File: src/rtl/decoder_3x8.sv
// decoder_3x8: registered 3-to-8 one-hot decoder, one cycle of latency.
// Optional per-line saturating hit counters under `DECODER_3X8_HIT_CNT_EN.
module decoder_3x8 (
  input  logic       clk,
  input  logic       rst_n,
  input  logic       en,
  input  logic       a,
  input  logic       b,
  input  logic       c,
`ifdef DECODER_3X8_HIT_CNT_EN
  input  logic [2:0] cnt_sel,
  input  logic       cnt_clr,
  output logic [7:0] cnt,
`endif
  output logic [0:7] p,
  output logic       valid
);

  logic [2:0] idx;
  logic [0:7] p_d, p_q;
  logic       valid_d, valid_q;

  assign idx = {a, b, c};

  always_comb begin
    p_d     = '0;
    valid_d = en;
    if (en) begin
      unique case (idx)
        3'd0: p_d = 8'b1000_0000;
        3'd1: p_d = 8'b0100_0000;
        3'd2: p_d = 8'b0010_0000;
        3'd3: p_d = 8'b0001_0000;
        3'd4: p_d = 8'b0000_1000;
        3'd5: p_d = 8'b0000_0100;
        3'd6: p_d = 8'b0000_0010;
        3'd7: p_d = 8'b0000_0001;
        default: p_d = '0;
      endcase
    end
  end

  always_ff @(posedge clk or negedge rst_n) begin
    if (!rst_n) begin
      p_q     <= '0;
      valid_q <= 1'b0;
    end else begin
      p_q     <= p_d;
      valid_q <= valid_d;
    end
  end

  assign p     = p_q;
  assign valid = valid_q;

`ifdef DECODER_3X8_HIT_CNT_EN
  logic [7:0] cnt_q [8];
  logic [7:0] cnt_d [8];

  // Clear wins over increment; counters stick at 255.
  always_comb begin
    for (int i = 0; i < 8; i++) begin
      cnt_d[i] = cnt_q[i];
      if (cnt_clr) begin
        cnt_d[i] = '0;
      end else if (en && idx == 3'(i) && cnt_q[i] != 8'hff) begin
        cnt_d[i] = cnt_q[i] + 8'd1;
      end
    end
  end

  always_ff @(posedge clk or negedge rst_n) begin
    if (!rst_n) begin
      for (int i = 0; i < 8; i++) cnt_q[i] <= '0;
    end else begin
      for (int i = 0; i < 8; i++) cnt_q[i] <= cnt_d[i];
    end
  end

  assign cnt = cnt_q[cnt_sel];
`endif

endmodule

File: config.mk
export PLATFORM = sky130hd
export DESIGN_NAME = decoder_3x8
export DESIGN_NICKNAME = d
export VERILOG_FILES = /design/src/rtl/decoder_3x8.sv
export SDC_FILE = /design/constraint.sdc
export NUM_CORES = 1
export LEC_CHECK = 0
export CORE_AREA = 4 4 41 43
export CTS_CLUSTER_SIZE = 25
export DETAILED_ROUTE_END_ITERATION = 7
export DIE_AREA = 0 0 45 47
export HOLD_SLACK_MARGIN = 0.08
export SLEW_MARGIN = 0
export SYNTH_ARGS = -nofsm -noshare
export SYNTH_HDL_FRONTEND = slang
export SYNTH_SLANG_ARGS = --single-unit
File: constraint.sdc
create_clock -name clk -period 0.8 [get_ports clk]
set_input_delay 0.16 -clock clk [delete_from_list [all_inputs] [get_ports clk]]
set_output_delay 0.16 -clock clk [all_outputs]
set_load 0.01 [all_outputs]
# Word-level counts from Yosys, hierarchy flattened
# Memory sizes are Yosys's and may differ from the RTL's.
# Cells that the tools add are included.
[op_classes] add_sub_neg=0 multipliers=0 div_mod_pow=0 n_lt_le_gt_ge=0 n_eq_ne=0 shift=0 n_mux=1 bitwise=0 n_reduce_logical=0
[op_table] op="$mux W8" count=1
[totals] reg_bits=9 latch_bits=0 ramBits=0 mem_bits_ro=64 in_bits=6 output_inout_bits=9 wordCells=4 mem_count=1
[mem_list] memory="(no name shown)" depth=8 width=8 rd=1 rd_ports_with_merged_regs=0 wr=0 line="29" rtl="unique case (idx)"

# Longest topological paths before layout
# An unclocked memory read counts as a cell.
[logic_depth] word_depth=2 depth_mapped=1 ltp_nobuf=1

# Worst setup path before layout
# OpenSTA, ideal clock, no wires.
[synth_path] path_type="flip-flop to output port" startpoint="register p_q, in the netlist p[0]" endpoint="output port p[0] (netlist bit)" arrival_ns=0.376 required_time_ns=0.640 path_slack_ns=0.264 path_stages_with_launch=1 path_buffers=0 cell_sequence="dfrtp_1"
[synth_rtl] element="from (decl)" line="20" rtl="logic [0:7] p_d, p_q;"
[synth_rtl] element="from (signal assigned)" line="48" rtl="p_q <= p_d;"
[synth_rtl] element="to (decl)" line="15" rtl="output logic [0:7] p,"
# No word-level cell between the ends.

# Worst setup path in the final report
[layout_path] startpoint="register p_q, in the netlist p[4]" endpoint="output port p[4] (netlist bit)"
# No word-level cell between the ends.

==> impl_metrics.json <==
{
  "floorplan.initialDensity_pct": 24.71,
  "die_area_mm2": 0.002115,
  "clockBufferDepth": 2,
  "syn_to_final_growth_pct": 50.19,
  "die_width_um": 45,
  "clkSinkCount": 9,
  "cp_max_fo": 1,
  "synth-xor-area-share_pct": 0,
  "hold_path_class": "in2async",
  "layout-drive-gt1-share_pct": 58.33,
  "drt_first_pass_iters": 1,
  "fin_nets": 43,
  "violations": "setup timing",
  "finalCritPeriodShare_pct": 116.6,
  "nFillCells": 138,
  "core_area_mm2": 0.001301,
  "overflow": 0,
  "crit_chain": "buf_2",
  "cp_top_family": "flip-flops",
  "grt_start_max_net_pins": 10,
  "ys_seq_elements": 9,
  "placed_cell_area_um2": 488.0,
  "slew_headroom_pct": 83.93,
  "synth_fa_ha_area_share_pct": 0,
  "gp_congestion": 0.6877,
  "arrival_ns": 0.77,
  "power.density_mw_per_mm2": 1847,
  "timing.critical_path.buf_inv": 1,
  "synth-compound-area-share_pct": 0,
  "p_int_mw": 0.7034,
  "antenna_found_initial": 0,
  "synth-simple-area-share_pct": 29.96,
  "crit_type": "reg2out",
  "yosysWarnings": 0,
  "grt_pass1_wl_mm": 1.179,
  "multi_input_area_um2": 96.34,
  "dp_hpwl_um": 524,
  "syn_area_um2": 321.6,
  "setup_viol": 9,
  "clk_pin_slew_ns": 0.06,
  "syn_inst": 17,
  "vias": 218,
  "synth_cell_types": 5,
  "setup_tns_ns": -0.9485,
  "regArea_um2": 225.2,
  "cap_violations": 0,
  "seq_area_frac_synth_pct": 70.04,
  "wl_per_cell_um": 13.29,
  "met2_length_um": 307,
  "synth_top_family_by_area": "simple AND/OR/NAND/NOR gates",
  "setup_slack_ns": -0.1327,
  "fin_cells": 51,
  "vias_per_cell": 4.275,
  "drc": 0,
  "cts_max_level": 1,
  "ioPinCount": 15,
  "hold_ws_ns": 0.1925,
  "cts_made_buffers": 3,
  "combPwrFrac_pct": 9.6,
  "fin_area_um2": 483.0,
  "start_kind": "flop",
  "core.rowCount": 13,
  "port_buffers": 14,
  "seqPwrFrac_pct": 52.9,
  "report.power.total_mw": 0.8923,
  "p_clk_share_pct": 37.4,
  "ant_nets": 0,
  "outcome": "complete, but fails checks",
  "tritoncts": "done",
  "diodes": 0,
  "syn-num-nets": 23,
  "drv_slew": 0,
  "fin_crit_ns": 0.9327,
  "postCtsSetupBuffers": 0,
  "cts_root_buf": "clkbuf_4",
  "detail_route.iter0.violations": 0,
  "synth_mux_area_share_pct": 0,
  "wl_met1_um": 228,
  "worst_pin_slew_ns": 0.2410,
  "fmax_mhz": 1072,
  "ir_drop_v": 0.0006385,
  "hold_violations": 0,
  "cp-end-kind": "primary output",
  "grt.total_usage_pct": 8.640,
  "top_layer": "met4",
  "dr_wl_met3_um": 124,
  "critPathRequiredTime_ns": 0.64,
  "synth_area_per_cell_um2": 18.92,
  "slowest_delay_ns": 0.37,
  "die_h_um": 47,
  "switching_share_pct": 21.16,
  "rsz0062_at_grt": "true",
  "grt_pass1_vias": 258,
  "power_leakage_nw": 0.2491,
  "drt_wl_total_um": 678,
  "net-switching-power_mw": 0.1888,
  "dp.cells": 47,
  "crit_slowest_cell": "dfrtp_1"
}
## cell usage in the layout, fill, tap and decap left out
cell type	instances
clkdlybuf4s50_1	1
buf_6	3
and4b_2	3
and4bb_2	3
buf_2	6
dlygate4sd2_1	4
clkbuf_1	1
and4_2	1
clkbuf_4	3
buf_4	1
dfrtp_1	9
nor4b_2	1
## cells by family (layout without fill, tap and decap cells)
family	after synthesis	count (layout)
buffers and inverters	0	19
DFF	9	9
and+or+nand+nor	8	8
## Yosys cell counts
master	number	area [um^2]
dfrtp_1	9	225.2
and4b_2	3	33.78
and4bb_2	3	37.54
and4_2	1	10.01
nor4b_2	1	15.01
## state kept, by name, summed over array words and instances, names as in the netlist
name and cells:
p 8, valid 1
## worst max path at each step
stage	from	endpoint	slack, ns	cells after the start
final	p[4]$_DFF_PN0_	p[4]	-0.13	1
after global routing	p[4]$_DFF_PN0_	p[4]	-0.17	1
after CTS	p[4]$_DFF_PN0_	p[4]	-0.15	1
after detailed placement	b	p[4]$_DFF_PN0_	-0.35	2
after global placement	b	p[4]$_DFF_PN0_	-0.32	2
after floorplan	p[0]$_DFF_PN0_	p[0]	0.26	0
## per-stage QoR
stage	setup slack, ns	utilization (%)
floorplan	0.2644	-
global placement	-0.3160	37.50
detailed placement	-0.3520	37.50
CTS	-0.1547	36.15
global route	-0.1672	37.12
finish	-0.1327	37.12
## repair_timing
item / 4_1_cts / 5_1_grt
pin swaps: 0 / 0
resized for setup: 41 / 2
endpoints found under the setup margin: 17 / 9
hold buffers: 0 / 0
## area by class of cell
| class | instances | share of cell area (%) |
|---|---|---|
| Clock buffer | 4 | 5.440 |
| Tap cell | 15 | 3.886 |
| Multi-Input combinational cell | 8 | 19.95 |
| Sequential cell | 9 | 46.63 |
| Timing Repair Buffer | 15 | 24.09 |
## layer usage
layer / vias up / GRT usage (%)
met4: 0 / 5.263
met2: 16 / 12.71
li1: 104 / -
met1: 94 / 7.783
met3: 4 / 8.046
met5: - / 0
## power by group through the flow
| stage | logic, mW | registers, mW | clock network (mW) |
|---|---|---|---|
| 3_3_place_gp | 0.100 | 0.479 | 0 |
| 4_1_cts | 0.0850 | 0.472 | 0.358 |
| 6_report | 0.0860 | 0.472 | 0.334 |
| 5_1_grt | 0.0960 | 0.473 | 0.386 |
| 3_5_place_dp | 0.103 | 0.480 | 0 |
| 2_1_floorplan | 0.0157 | 0.487 | 0 |
Note: power is estimated with default switching activity, not from simulation.
